[src/rtl/register_file.sv]
// RV32I architectural register file: x0 reads as zero, two registered read ports
// captured on read_enable. Optional write-through on same-edge hazards: REGFILE_BYPASS_EN.
module register_file #(
    parameter int XLEN      = 32,
    parameter int REG_COUNT = 32,
    localparam int IDX_W    = $clog2(REG_COUNT)
) (
    input  logic             clk,
    input  logic             reset_n,
    input  logic             read_enable,
    input  logic [IDX_W-1:0] rs1,
    input  logic [IDX_W-1:0] rs2,
    input  logic             write_enable,
    input  logic [IDX_W-1:0] rd,
    input  logic [XLEN-1:0]  write_value,
    output logic [XLEN-1:0]  rs1_value,
    output logic [XLEN-1:0]  rs2_value,
    output logic             rs_valid
);

    logic [XLEN-1:0] regs [REG_COUNT];
    logic [XLEN-1:0] rd1_data;
    logic [XLEN-1:0] rd2_data;
    logic            wr_hit;

    assign wr_hit = write_enable && (rd != '0);

    // Entry 0 is reset and never written, so it stays constant zero and is pruned.
    always_ff @(posedge clk or negedge reset_n) begin
        if (!reset_n) begin
            for (int i = 0; i < REG_COUNT; i++) regs[i] <= '0;
        end else if (wr_hit) begin
            regs[rd] <= write_value;
        end
    end

    function automatic logic [XLEN-1:0] read_reg(input logic [IDX_W-1:0] idx);
        logic [XLEN-1:0] d;
        d = '0;
        if (idx != '0) begin
`ifdef REGFILE_BYPASS_EN
            if (wr_hit && (rd == idx)) d = write_value;
            else                       d = regs[idx];
`else
            d = regs[idx];
`endif
        end
        return d;
    endfunction

    always_comb begin
        rd1_data = read_reg(rs1);
        rd2_data = read_reg(rs2);
    end

    // Operands only move on read_enable; a write alone invalidates them.
    always_ff @(posedge clk or negedge reset_n) begin
        if (!reset_n) begin
            rs1_value <= '0;
            rs2_value <= '0;
            rs_valid  <= 1'b0;
        end else if (read_enable) begin
            rs1_value <= rd1_data;
            rs2_value <= rd2_data;
            rs_valid  <= 1'b1;
        end else if (write_enable) begin
            rs_valid  <= 1'b0;
        end
    end

endmodule

[config.mk]
export PLATFORM = sky130hd
export DESIGN_NAME = register_file
export DESIGN_NICKNAME = d
export VERILOG_FILES = /design/src/rtl/register_file.sv
export SDC_FILE = /design/constraint.sdc
export NUM_CORES = 2
export LEC_CHECK = 0
export ABC_AREA = 1
export CAP_MARGIN = 10
export CORE_UTILIZATION = 41
export DETAILED_ROUTE_END_ITERATION = 7
export GPL_TIMING_DRIVEN = 0
export PLACE_DENSITY = 0.63
export REMOVE_ABC_BUFFERS = 1
export SLEW_MARGIN = 20
export SYNTH_ARGS = -nofsm -noshare
export SYNTH_HDL_FRONTEND = slang
export SYNTH_SLANG_ARGS = --single-unit
[constraint.sdc]
create_clock -name clk -period 3.2 [get_ports clk]
set_input_delay 0.64 -clock clk [delete_from_list [all_inputs] [get_ports clk]]
set_output_delay 0.64 -clock clk [all_outputs]
set_load 0.03 [all_outputs]
# Word level (Yosys, flattened, before mapping)
# Cells that the tools add are included.
[word_totals]
elab_cells = 61
in_bits = 51
regBits = 1089
output_inout_bits = 65
[op_classes]
bitwise = 3
magnitude_cmp = 4
reduce_logical = 6
n_mux = 13
[op_table]
columns = ["op", "n"]
rows = [
  ["1024-bit bitwise mux", 1],
  ["32-bit binary-select mux with 5-bit select", 2],
  ["32-bit two-way mux", 7],
  ["32-bit demux with 5-bit select", 1],
  ["6-bit greater-or-equal comparator (second input constant)", 3],
  ["5-bit inverter with 6-bit output", 3],
  ["5-bit nonzero test", 3],
  ["6-bit by 1-bit < comparator with 1-bit output (second input constant)", 1],
  ["1-bit logical AND", 2],
  ["1-bit two-way mux", 2],
  ["2-bit nonzero test", 1],
]

# Logic depth before layout (Yosys ltp)
[depth]
word_depth = 6
depth_mapped = 13
depth_no_buf = 11

# Worst setup path before layout
# OpenSTA, ideal clock, no wires.
[synth_path]
path_type = "input port to flip-flop"
startpoint = "input rs2[1]"
endpoint = "register rs2_value[10]"
cell_stages = 9
slack_ps = 1312
n_path_buf = 3
setup_ps = 118
required_time_ps = 3082
t_arrival_ps = 1770
path_cell_list = "buf_2 -> nor2_2 -> buf_2 -> nand4_1 -> nand2_1 -> inv_1 -> clkbuf_1 -> nand3_1 -> nand2_1"
[synth_via]
elab_chain_cells = 5
elab_cells_between_ends = 6
classes_between = "4 x mux; 1 x bitwise; 1 x reduce/logical"
[synth_rtl]
columns = ["item", "line_no", "source"]
rows = [
  ["start: declaration", "12", "input logic [IDX_W-1:0] rs2,"],
  ["5-bit inverter with 6-bit output (not written as such)", "45", "d = regs[idx];"],
  ["32-bit binary-select mux with 5-bit select", "45", ""],
  ["32-bit two-way mux (not written as such) (2 in a row)", "45", ""],
  ["32-bit two-way mux *", "40", "if (idx != '0) begin"],
  ["end signal: assignment", "64", "rs2_value <= rd2_data;"],
  ["end: declaration", "17", "output logic [XLEN-1:0] rs2_value,"],
]
# Mark *: on every way between the ends. The rest lies on a longest branch, timed or not. The select of a mux whose other input is x is not followed.
# A chain may end at the register's enable or synchronous reset.

# Worst setup path after layout
[layout_path]
startpoint = "input rs2[2]"
endpoint = "register rs2_value[1]"
# Same word-level chain as after synthesis.

==> load_flow_metrics.sql <==
INSERT INTO impl_metrics (metric_group, metric, value, unit) VALUES
('clock_tree', 'clk_pin_slew', '60', 'ps'),
('floorplan', 'ioPinCount', '116', ''),
('sta', 'tightestPinTransition', '1056', 'ps'),
('clock_tree', 'clock-root-buffer', 'clkbuf_16', ''),
('setup_path', 'critical_path_peak_fanout', '66', ''),
('sta', 'grt_setup_unrepaired', 'no', ''),
('detailed_routing', 'viasPerCell', '5.791', ''),
('clock_tree', 'post_cts_setup_inserts', '0', ''),
('run_status', 'failed_checks', 'negative hold slack', ''),
('clock_tree', 'worst_skew_pair.late_latency', '750', 'ps'),
('flow_run', 'max_capacitance_violation_count', '0', ''),
('floorplan', 'die_width', '380.0', 'um'),
('setup_path', 'startpoint_to_endpoint_class_of_the_critical_path', 'primary input to flop', ''),
('synth', 'synth_area_in_simple_gates', '0.3683', ''),
('sta', 'period_minus_slack', '3170', 'ps'),
('grt', 'grt_pass1_vias', '53910', ''),
('floorplan', 'core', '141600', 'um^2'),
('sta', 'setup_tns', '0', 'ps'),
('synth', 'count_of_unique_library_cells_instantiated_by_yosys', '21', ''),
('detailed_routing', 'wirelength_routed', '226300', 'um'),
('synth', 'netlist_area', '58580', 'um^2'),
('synth', 'synthXorXnorAreaFrac', '0', ''),
('power_and_ir_drop', 'powerDensity', '605.1', 'nW/um^2'),
('placement', 'numPlacedInstances', '9824', ''),
('power_and_ir_drop', 'power.leakage', '31.77', 'nW'),
('synth', 'proportion_of_synthesized_area_in_mux_cells', '0', ''),
('finish', 'fillerInstances', '14100', ''),
('power_and_ir_drop', 'ir_drop', '489.1', 'uV'),
('finish', 'synthToLayoutAreaGrowth', '13.48', '%'),
('placement', 'routabilityCongestion', '0.7705', ''),
('sta', 'clock.fmax', '315.5', 'MHz'),
('sta', 'maxSlewHeadroom', '0.2908', ''),
('synth', 'yosys.area_share.adder', '0', ''),
('clock_tree', 'htree_levels', '3', ''),
('detailed_routing', 'tritonroute_pass_1_iters', '8', ''),
('setup_path', 'cpMaxStageDelayCell', 'buf_16', ''),
('finish', 'final_cell_count_no_fill', '10060', ''),
('sta', 'setup_viol', '0', ''),
('detailed_routing', 'wire_per_inst', '22.49', 'um'),
('setup_path', 'worst_ep_arrival_time', '3780', 'ps'),
('synth', 'ys_warn_count', '0', ''),
('sta', 'final.period_utilization', '0.9905', ''),
('placement', 'dpl.hpwl', '118600', 'um'),
('floorplan', 'rows', '138', ''),
('clock_tree', 'tritoncts_clock_tree', 'yes', ''),
('sta', 'timing_hold_violations_final', '112', ''),
('finish', 'seq_area', '27250', 'um^2'),
('min_path', 'hold_path_class', 'primary input to asynchronous set/reset pin', ''),
('clock_tree', 'num_cts_buffers', '118', ''),
('synth', 'synth-compound-area-share', '0.1116', ''),
('detailed_routing', 'detail_route.iter0.violations', '8354', ''),
('finish', 'final_layout_size_suffix_gt1_frac', '0.04640', ''),
('synth', 'synth.avg_cell_area', '6.915', 'um^2'),
('detailed_routing', 'drtAntennaViolNets', '0', ''),
('setup_path', 'cp-end-kind', 'flop', ''),
('grt', 'grt_max_degree', '142', ''),
('setup_path', 'path_buf_inv', '5', ''),
('grt', 'grt_antenna_before_repair', '6', ''),
('synth', 'synth_sequential_area_ratio', '0.4652', ''),
('synth', 'synth.ff_latch_count', '1089', ''),
('grt', 'grt_use_total', '0.3053', ''),
('run_status', 'outcome', 'finished, violations left', ''),
('floorplan', 'die_height', '380.0', 'um'),
('finish', 'multi_input_comb_area', '28330', 'um^2'),
('setup_path', 'cpPeakStageDelay', '460', 'ps'),
('setup_path', 'worstSetupStartpointType', 'primary input', ''),
('power_and_ir_drop', 'finalPower', '40.22', 'mW'),
('synth', 'syn_inst', '8471', ''),
('grt', 'grt_first_pass_wirelength', '338200', 'um'),
('setup_path', 'series_of_cell_instances_along_the_critical_path', 'buf_12 > buf_16 > inv_6 > buf_16 > nand2_8 > buf_16 > a21oi_1 > nand3b_1 > nand2_1 > nand2_1 > nand3_1 > nand2_1', ''),
('sta', 'fin_hold_ws', '-134.3', 'ps');
## metrics by stage
step             util  setup slack (ps)  instance area, um^2
2_1_floorplan       -             -2184                55550
3_3_place_gp   0.4172            -62600                59060
3_5_place_dp   0.4372             -1605                61900
4_1_cts        0.4684             31.90                66320
5_1_grt        0.4694             44.39                66460
6_report       0.4695             30.24                66470
## metal layers
| layer | vias up | global-route usage | share of wire |
|---|---|---|---|
| met5 | - | 0 | 0.00015 |
| met4 | 6 | 0.1535 | 0.051 |
| met3 | 703 | 0.05134 | 0.11 |
| met2 | 3439 | 0.4639 | 0.43 |
| met1 | 27550 | 0.4201 | 0.41 |
| li1 | 26580 | - | - |
## cells in the mapped netlist
| master | number | area share |
|---|---|---|
| nand2_1 | 3973 | 0.25 |
| nand3_1 | 1098 | 0.094 |
| dfrtp_1 | 1089 | 0.47 |
| o21ai_0 | 916 | 0.078 |
| clkbuf_1 | 521 | 0.033 |
| a21oi_1 | 346 | 0.030 |
| buf_2 | 160 | 0.014 |
| nor2_1 | 96 | 0.0062 |
| buf_1 | 65 | 0.0042 |
| nand3b_1 | 62 | 0.0079 |
| inv_1 | 46 | 0.0029 |
| o21ai_1 | 44 | 0.0038 |
| nand2_2 | 30 | 0.0032 |
| nor3_2 | 7 | 0.0012 |
| buf_4 | 4 | 0.00051 |
| inv_2 | 4 | 0.00026 |
| nor2_2 | 4 | 0.00043 |
| nand4_1 | 2 | 0.00021 |
| nor3_4 | 2 | 0.00056 |
| and2_1 | 1 | 0.00011 |
| nor3_1 | 1 | 0.000085 |
## cell families after synthesis
group	Yosys count
compound gates	1306
flops	1089
buf+inv	800
simple gates	5276
## timing repair
action                                  in CTS  in global routing
endpoints found under the hold margin      112                112
pin swaps                                    0                  1
gates resized for setup                      6                  6
cloned                                      11                  5
endpoints found under the setup margin     109                132
## cell usage in the layout, fill, tap and decap left out
| cell type | Yosys | final |
|---|---|---|
| inv_2 | 4 | 2 |
| diode_2 | 0 | 5 |
| buf_4 | 4 | 2 |
| nor2_1 | 96 | 96 |
| nand3_2 | 0 | 1 |
| clkinv_4 | 0 | 1 |
| nor3_4 | 2 | 3 |
| and2_4 | 0 | 1 |
| a21oi_1 | 346 | 346 |
| clkdlybuf4s50_1 | 0 | 104 |
| inv_4 | 0 | 7 |
| bufinv_16 | 0 | 8 |
| nor3_2 | 7 | 6 |
| inv_1 | 46 | 35 |
| nand2_8 | 0 | 2 |
| clkbuf_16 | 0 | 125 |
| buf_8 | 0 | 4 |
| nor2_2 | 4 | 2 |
| nand3_1 | 1098 | 1097 |
| nand4_1 | 2 | 2 |
| clkinv_2 | 0 | 16 |
| o21ai_1 | 44 | 44 |
| inv_16 | 0 | 2 |
| o21ai_0 | 916 | 916 |
| nor2_4 | 0 | 2 |
| buf_12 | 0 | 24 |
| buf_16 | 0 | 79 |
| dfrtp_1 | 1089 | 1089 |
| nor3_1 | 1 | 1 |
| clkbuf_8 | 0 | 35 |
| inv_6 | 0 | 7 |
| nand3b_1 | 62 | 62 |
| nand2_4 | 0 | 31 |
| clkbuf_1 | 521 | 26 |
| bufbuf_16 | 0 | 11 |
| nand2_1 | 3973 | 3971 |
| clkinvlp_4 | 0 | 6 |
| inv_8 | 0 | 2 |
## worst paths after layout
| check | depth (start not counted) | startpoint | endpoint | slack, ps |
|---|---|---|---|---|
| worst max register to register | 10 | regs[705] | rs1_value[1] | 1720 |
| worst max-delay path | 12 | rs2[2] | rs2_value[1] | 30 |
| worst min-delay path | 1 | reset_n | regs[890] | -130 |
| min in group clk | 4 | rs1[4] | rs1_value[9] | 360 |
| max in group asynchronous | 6 | reset_n | regs[32] | 580 |
| worst min register to register | 0 | regs[1010] | regs[1010] | 400 |
## area by class of cell
cell class / count / share of cell area
clock buffer: 182 / 0.05427
timing repair buffer: 228 / 0.06362
inverter: 50 / 0.003953
sequential: 1089 / 0.4100
clock inverter: 36 / 0.006287
tap: 1890 / 0.03558
antenna: 5 / 0.0001882
multi-input combinational: 6583 / 0.4261
## sequential cells by signal (all words and copies together) (netlist names)
name,cells
regs,1024
rs1_value,32
rs2_value,32
rs_valid,1
## power breakdown
| group | internal [mW] | switching, mW |
|---|---|---|
| Clock | 8.35 | 5.98 |
| Combinational | 2.90 | 4.86 |
| Sequential | 16.2 | 1.88 |
Note: power is estimated with default switching activity, not from simulation.
